$ cat src/rtl/riscv_pkg.sv
// Shared types and constants for the Execute-stage integer divide sequencer.
package riscv_pkg;

    typedef enum logic [1:0] {
        DIV  = 2'b00,
        DIVU = 2'b01,
        REM  = 2'b10,
        REMU = 2'b11
    } div_op_t;

    typedef enum logic [1:0] {
        IDLE = 2'b00,
        CALC = 2'b01,
        DONE = 2'b10
    } div_state_t;

    localparam int XLEN = 32;
    localparam logic [XLEN-1:0] DIV_BY_ZERO_Q = '1;

endpackage

$ cat src/rtl/execute_div_ctrl_if.sv
// Execute-stage <-> divide sequencer signal bundle.
interface execute_div_ctrl_if #(
    parameter int DATA_WIDTH = 32
);
    logic                  StartE;
    logic [1:0]            DivOpE;
    logic [DATA_WIDTH-1:0] SrcAE;
    logic [DATA_WIDTH-1:0] SrcBE;
    logic                  FlushE;
    logic                  DivStallE;
    logic                  DivBusyE;
    logic                  DivDoneE;
    logic [DATA_WIDTH-1:0] DivResultE;

    modport master (
        output StartE, DivOpE, SrcAE, SrcBE, FlushE,
        input  DivStallE, DivBusyE, DivDoneE, DivResultE
    );

    modport slave (
        input  StartE, DivOpE, SrcAE, SrcBE, FlushE,
        output DivStallE, DivBusyE, DivDoneE, DivResultE
    );
endinterface

$ cat src/rtl/execute_div_ctrl_div_iter_core.sv
// Radix-2 restoring divide datapath: one quotient bit per step on unsigned magnitudes.
module div_iter_core #(
    parameter int DATA_WIDTH = 32
) (
    input  logic                  clk,
    input  logic                  rst_n,
    input  logic                  load,
    input  logic                  step,
    input  logic [DATA_WIDTH-1:0] dividend,
    input  logic [DATA_WIDTH-1:0] divisor,
    output logic [DATA_WIDTH-1:0] rem_nxt,
    output logic [DATA_WIDTH-1:0] quo_nxt
);
    logic [DATA_WIDTH-1:0] rem_q;
    logic [DATA_WIDTH-1:0] quo_q;
    logic [DATA_WIDTH-1:0] dvs_q;
    logic [DATA_WIDTH:0]   trial;
    logic [DATA_WIDTH:0]   diff;

    // The shifted partial remainder can reach 2*divisor-1, so the trial needs one extra bit.
    assign trial   = {rem_q, quo_q[DATA_WIDTH-1]};
    assign diff    = trial - {1'b0, dvs_q};
    assign rem_nxt = diff[DATA_WIDTH] ? trial[DATA_WIDTH-1:0] : diff[DATA_WIDTH-1:0];
    assign quo_nxt = {quo_q[DATA_WIDTH-2:0], ~diff[DATA_WIDTH]};

    always_ff @(posedge clk or negedge rst_n) begin
        if (!rst_n) begin
            rem_q <= '0;
            quo_q <= '0;
            dvs_q <= '0;
        end else if (load) begin
            rem_q <= '0;
            quo_q <= dividend;
            dvs_q <= divisor;
        end else if (step) begin
            rem_q <= rem_nxt;
            quo_q <= quo_nxt;
        end
    end
endmodule

$ cat src/rtl/execute_div_ctrl.sv
// RV32M DIV/DIVU/REM/REMU sequencer in E: FSM, iteration counter, sign and special-case handling.
module execute_div_ctrl
    import riscv_pkg::*;
#(
    parameter int DATA_WIDTH = 32,
    parameter int CNT_WIDTH  = $clog2(DATA_WIDTH) + 1
) (
    input  logic                  clk,
    input  logic                  rst_n,
    execute_div_ctrl_if.slave     div_if
);
    div_state_t            state;
    logic [CNT_WIDTH-1:0]  cnt;
    logic                  neg_res;
    logic                  is_rem;
    logic                  done_q;
    logic [DATA_WIDTH-1:0] result_q;

    logic                  accept;
    logic                  is_signed;
    logic signed [DATA_WIDTH-1:0] src_a_s;
    logic signed [DATA_WIDTH-1:0] src_b_s;
    logic                  a_neg;
    logic                  b_neg;
    logic [DATA_WIDTH-1:0] a_mag;
    logic [DATA_WIDTH-1:0] b_mag;
    logic                  div_zero;
    logic                  overflow;
    logic                  special;
    logic [DATA_WIDTH-1:0] special_res;
    logic [DATA_WIDTH-1:0] rem_nxt;
    logic [DATA_WIDTH-1:0] quo_nxt;

    function automatic logic [DATA_WIDTH-1:0] apply_sign(input logic [DATA_WIDTH-1:0] mag,
                                                         input logic neg);
        return neg ? -mag : mag;
    endfunction

    assign accept    = (state == IDLE) && div_if.StartE && !div_if.FlushE;
    assign is_signed = !div_if.DivOpE[0];
    assign src_a_s   = div_if.SrcAE;
    assign src_b_s   = div_if.SrcBE;
    assign a_neg     = is_signed && (src_a_s < 0);
    assign b_neg     = is_signed && (src_b_s < 0);
    assign a_mag     = a_neg ? -div_if.SrcAE : div_if.SrcAE;
    assign b_mag     = b_neg ? -div_if.SrcBE : div_if.SrcBE;
    assign div_zero  = (div_if.SrcBE == '0);
    assign overflow  = is_signed && (div_if.SrcAE == {1'b1, {(DATA_WIDTH-1){1'b0}}})
                                 && (div_if.SrcBE == '1);
    assign special   = div_zero || overflow;

    // Divide-by-zero and signed overflow bypass the iteration and finish in one cycle.
    always_comb begin
        special_res = '0;
        if (div_zero)
            special_res = div_if.DivOpE[1] ? div_if.SrcAE : DATA_WIDTH'(DIV_BY_ZERO_Q);
        else
            special_res = div_if.DivOpE[1] ? '0 : div_if.SrcAE;
    end

    div_iter_core #(.DATA_WIDTH(DATA_WIDTH)) u_core (
        .clk      (clk),
        .rst_n    (rst_n),
        .load     (accept && !special),
        .step     ((state == CALC) && !div_if.FlushE),
        .dividend (a_mag),
        .divisor  (b_mag),
        .rem_nxt  (rem_nxt),
        .quo_nxt  (quo_nxt)
    );

    always_ff @(posedge clk or negedge rst_n) begin
        if (!rst_n) begin
            state    <= IDLE;
            cnt      <= '0;
            neg_res  <= 1'b0;
            is_rem   <= 1'b0;
            done_q   <= 1'b0;
            result_q <= '0;
        end else begin
            case (state)
                IDLE: begin
                    done_q <= 1'b0;
                    if (accept) begin
                        is_rem  <= div_if.DivOpE[1];
                        neg_res <= div_if.DivOpE[1] ? a_neg : (a_neg ^ b_neg);
                        if (special) begin
                            result_q <= special_res;
                            done_q   <= 1'b1;
                            state    <= DONE;
                        end else begin
                            cnt   <= CNT_WIDTH'(DATA_WIDTH);
                            state <= CALC;
                        end
                    end
                end
                CALC: begin
                    if (div_if.FlushE) begin
                        cnt   <= '0;
                        state <= IDLE;
                    end else begin
                        cnt <= cnt - CNT_WIDTH'(1);
                        // Final step: register the sign-corrected result from this step's outputs.
                        if (cnt == CNT_WIDTH'(1)) begin
                            result_q <= apply_sign(is_rem ? rem_nxt : quo_nxt, neg_res);
                            done_q   <= 1'b1;
                            state    <= DONE;
                        end
                    end
                end
                DONE: begin
                    done_q <= 1'b0;
                    state  <= IDLE;
                end
                default: begin
                    done_q <= 1'b0;
                    state  <= IDLE;
                end
            endcase
        end
    end

    assign div_if.DivStallE  = rst_n && (accept || (state == CALC));
    assign div_if.DivBusyE   = (state != IDLE);
    assign div_if.DivDoneE   = done_q && !div_if.FlushE;
    assign div_if.DivResultE = result_q;
endmodule

$ cat src/flat_wrapper.sv
// flat-port wrapper written by rule: the top's interface ports become plain ports
module execute_div_ctrl_flat import riscv_pkg::*;
#(
    parameter int DATA_WIDTH = 32,
    parameter int CNT_WIDTH  = $clog2(DATA_WIDTH) + 1
)
  (clk, rst_n, div_if_StartE, div_if_DivOpE, div_if_SrcAE, div_if_SrcBE, div_if_FlushE, div_if_DivStallE, div_if_DivBusyE, div_if_DivDoneE, div_if_DivResultE);
  execute_div_ctrl_if #(.DATA_WIDTH(DATA_WIDTH)) div_if_i ();
  input  logic clk;
  input  logic rst_n;
  input wire logic [$bits(div_if_i.StartE)-1:0] div_if_StartE;
  input wire logic [$bits(div_if_i.DivOpE)-1:0] div_if_DivOpE;
  input wire logic [$bits(div_if_i.SrcAE)-1:0] div_if_SrcAE;
  input wire logic [$bits(div_if_i.SrcBE)-1:0] div_if_SrcBE;
  input wire logic [$bits(div_if_i.FlushE)-1:0] div_if_FlushE;
  output wire logic [$bits(div_if_i.DivStallE)-1:0] div_if_DivStallE;
  output wire logic [$bits(div_if_i.DivBusyE)-1:0] div_if_DivBusyE;
  output wire logic [$bits(div_if_i.DivDoneE)-1:0] div_if_DivDoneE;
  output wire logic [$bits(div_if_i.DivResultE)-1:0] div_if_DivResultE;
  assign div_if_i.StartE = div_if_StartE;
  assign div_if_i.DivOpE = div_if_DivOpE;
  assign div_if_i.SrcAE = div_if_SrcAE;
  assign div_if_i.SrcBE = div_if_SrcBE;
  assign div_if_i.FlushE = div_if_FlushE;
  assign div_if_DivStallE = div_if_i.DivStallE;
  assign div_if_DivBusyE = div_if_i.DivBusyE;
  assign div_if_DivDoneE = div_if_i.DivDoneE;
  assign div_if_DivResultE = div_if_i.DivResultE;
  execute_div_ctrl #(.DATA_WIDTH(DATA_WIDTH), .CNT_WIDTH(CNT_WIDTH)) u_core (.clk(clk), .rst_n(rst_n), .div_if(div_if_i));
endmodule
$ cat config.mk
export PLATFORM = sky130hd
export DESIGN_NAME = execute_div_ctrl_flat
export DESIGN_NICKNAME = d
export VERILOG_FILES = /design/src/rtl/riscv_pkg.sv /design/src/rtl/execute_div_ctrl_if.sv /design/src/rtl/execute_div_ctrl_div_iter_core.sv /design/src/rtl/execute_div_ctrl.sv /design/src/flat_wrapper.sv
export SDC_FILE = /design/constraint.sdc
export NUM_CORES = 1
export LEC_CHECK = 0
export BUFFER_PORTS_ARGS = -buffer_cell sky130_fd_sc_hd__buf_2
export CAP_MARGIN = 20
export CORE_MARGIN = 4
export CORE_UTILIZATION = 55
export DETAILED_ROUTE_END_ITERATION = 8
export PLACE_DENSITY = 0.84
export SYNTH_ARGS = -nofsm -noshare
export SYNTH_HDL_FRONTEND = slang
export SYNTH_SLANG_ARGS = --single-unit
$ cat constraint.sdc
create_clock -name clk -period 11.9 [get_ports clk]
set_clock_uncertainty 0.05 [all_clocks]
set_input_delay 0.595 -clock clk [delete_from_list [all_inputs] [get_ports clk]]
set_output_delay 0.595 -clock clk [all_outputs]
set_load 0.02 [all_outputs]
==> run metrics <==
grt total ovfl 0; remaining antenna violation count 0; Synth Flop Type dfrtp_1; Die W 150 um; Area after DPL 11800 um2; Leak Pwr 5.28 nW; Nets 1576; Startpoint Class flop; vias in the first global route between 10000 and 15000; Buf/Inv on CP 2; Setup Fix Bufs, Post-CTS 0; period utilization 46.2%; CP arrival a little under 6 ns; Cell Pwr Density between 150 and 200 nW/um2; 1st-iter DRT viols 1030; commonest non-fill, non-tap cells in the layout o21ai_0 (161), nand2_1 (150), dfrtp_1 (138); worst hold path class in2async; Root Driver clkbuf_16; max_slew headroom 29.8%; row count between 50 and 60; setup TNS 0 ns; Worst path slowest cell o211ai_2; Worst Path Required 12.22 ns; # IOs between 100 and 150; Sink Count around 140; starting density of the core 56.5%; run status complete, no violations; critical path peak fanout 16; Final Cell Area between 10000 and 15000 um2; Post-synth EDFFs 0; TritonCTS clock tree done; clock-pin slew on the worst setup and hold paths 0.06 ns; worst-path cell chain inv_1 -> ha_1 -> inv_1 -> fa_1 -> a211oi_1 -> o211ai_1 -> a311oi_1 -> nor3_1 -> o211ai_2 -> mux2i_1 -> nand2_1 -> o21ai_0 -> ha_1 -> o311ai_1 -> a211oi_2 -> nand4_1 -> or4_1 -> nand4_1 -> o22a_1; Multi-input gate area 7060 um2; Util after Layout 62.7%; DR vias/cell 6.42; delay of the slowest critical-path stage 0.63 ns; Mapped Cells 1414; Post-Syn Area 11100 um2; commonest non-fill, non-tap cell in the layout o21ai_0; syn avg cell area just under 8 um2; largest net degree at the start of global routing 72; Longest Clk Path Bufs 2; Core ar. between 15000 and 20000 um2; Num CTS Buffers 17; Yosys warning total 0; hpwl dp 24.3 mm; Mapped Nets 1523; PortBufs 104; DRT Pass-1 Iters 6; Skew-Pair Late Insertion Delay around 0.43 ns; first-pass GRT wire length 53.4 mm; Final Slew Violations 0; Hold Buf Count CTS 0; storage element area 3480 um2; n_diodes 0; RSZ-0062 raised after global routing no; WL/cell 18.9 um; Final min period 5.49 ns; #FFs+latches synth 139; initial antenna violation count 0; Area growth syn-to-layout 11.0%; Fmax approximately 0.18 GHz; Crit path max-delay family compound AO/OA/AOI/OAI gates; async set-or-reset flop fraction in the synthesized netlist 100%; sequential area share after synthesis a little under a third; layout cells sized above 1 around 13%; remaining routing DRC violations 0; final wirelength approximately 33 mm; Die Y ~150 um; Global Route Usage Sum between 20 and 30%; GP Congestion about 0.96; H-tree levels 4; Crit Path Class reg2reg; peak supply drop 0.0945 mV; fillers 1712; Max Cap Violations 0; Worst Max-Slew Pin Slew 1.05 ns; Crit. End Element flop; Cell variety after synth just under 90; post_cts resized 0; Final Setup Violations 0; via count about 11000; endpoints failing hold 0; DIE AREA 22600 um2
-- stage by stage --
stage	hold WS, ns	worst slack, ns	power [mW]	instances
after floorplan	0.249	6.86	1.47	1414
after global placement	0.411	6.62	1.74	1711
after detailed placement	0.418	6.49	1.77	1713
after CTS	0.155	6.49	2.32	1745
after global routing	0.175	5.93	2.48	1745
final	0.132	6.41	2.33	1745
-- final cells by class --
cell class	count	area share, %
inverters	63	1.92
flip-flops and latches	139	28.1
clock buffers	19	3.66
repair buffers	120	5.32
multi-input cells	1126	57.1
clock inverters	13	1.13
well taps	265	2.68
-- path summary, 6_finish.rpt --
| path | startpoint | to | slack (ns) | cells after the start |
|---|---|---|---|---|
| min in group clk | div_if_SrcBE[1] | u_core.u_core.dvs_q[1]$_DFFE_PN0P_ | 0.41 | 3 |
| setup / recovery | u_core.u_core.quo_q[31]$_DFFE_PN0P_ | u_core.div_if.DivResultE[30]$_DFFE_PN0P_ | 6.41 | 19 |
| setup reg to reg | u_core.u_core.quo_q[31]$_DFFE_PN0P_ | u_core.div_if.DivResultE[30]$_DFFE_PN0P_ | 6.41 | 19 |
| max in group asynchronous | rst_n | u_core.u_core.dvs_q[28]$_DFFE_PN0P_ | 10.30 | 2 |
| hold reg to reg | u_core.div_if.DivResultE[4]$_DFFE_PN0P_ | u_core.div_if.DivResultE[4]$_DFFE_PN0P_ | 0.43 | 2 |
| hold / removal | rst_n | u_core.done_q$_DFFE_PN0P_ | 0.13 | 1 |
-- synth_stat cells (7+ instances only) --
| cell | number | area share, % |
|---|---|---|
| mux2i_1 | 22 | 2.0 |
| nand2b_1 | 16 | 0.90 |
| a221o_1 | 31 | 2.8 |
| inv_1 | 61 | 2.1 |
| xor2_1 | 41 | 3.2 |
| a2111oi_0 | 7 | 0.55 |
| dfrtp_1 | 139 | 31 |
| buf_1 | 8 | 0.27 |
| o31ai_1 | 24 | 1.6 |
| nor4_1 | 13 | 0.73 |
| a21o_1 | 12 | 0.81 |
| ha_1 | 38 | 4.3 |
| buf_2 | 8 | 0.36 |
| a211oi_1 | 9 | 0.61 |
| or3_1 | 18 | 1.0 |
| nand3_1 | 47 | 2.1 |
| o21a_1 | 9 | 0.61 |
| nor3_1 | 38 | 1.7 |
| or2_2 | 7 | 0.39 |
| a21oi_1 | 101 | 4.5 |
| a31oi_1 | 18 | 1.0 |
| and3_1 | 11 | 0.62 |
| o21ai_0 | 161 | 7.2 |
| nor2b_1 | 10 | 0.56 |
| xnor2_1 | 64 | 5.0 |
| o211ai_1 | 9 | 0.61 |
| nand2_1 | 150 | 5.1 |
| nand4_1 | 19 | 1.1 |
| nor2_1 | 124 | 4.2 |
| or4_1 | 9 | 0.61 |
| clkbuf_1 | 62 | 2.1 |
-- kinds of logic (layout without fill, tap and decap cells) --
family / Yosys count / after routing / synth area share (%)
AND/OR/NAND/NOR: 492 / 492 / 21.4
buffers and inverters: 149 / 215 / 5.50
flip-flops: 139 / 139 / 31.2
adder cells (fa/ha/maj): 39 / 39 / 4.45
XOR/XNOR: 105 / 105 / 8.26
AO/OA/AOI/OAI: 465 / 465 / 26.8
multiplexers: 25 / 25 / 2.30
-- flip-flops by register name (all words and copies together), names as in the netlist --
name / count
u_core.neg_res: 1
u_core.done_q: 1
u_core.cnt: 6
u_core.u_core.quo_q: 32
u_core.div_if.DivResultE: 32
u_core.is_rem: 1
u_core.state: 2
u_core.u_core.dvs_q: 32
u_core.u_core.rem_q: 32
-- power by group --
part           switching (mW)  internal [mW]  leakage (nW)
clock                   0.227          0.321         0.294
sequential              0.115          0.615          1.78
combinational           0.659          0.393          3.21
-- worst reg2reg max path: cells and delay by family, from the launching register on --
kind	cells	cell delay (ns)
flops	1	0.40
compound gates	8	2.51
fa+ha+maj	3	0.83
simple gates	5	1.16
mux	1	0.30
buf+inv	2	0.17
-- metal layers --
metal,track usage (%),wire [um]
met1,36.7,13200
met2,48.4,16000
met3,5.03,2010
met4,16.4,1810
met5,0,0
No activity file was read; power rests on OpenSTA's default activity.
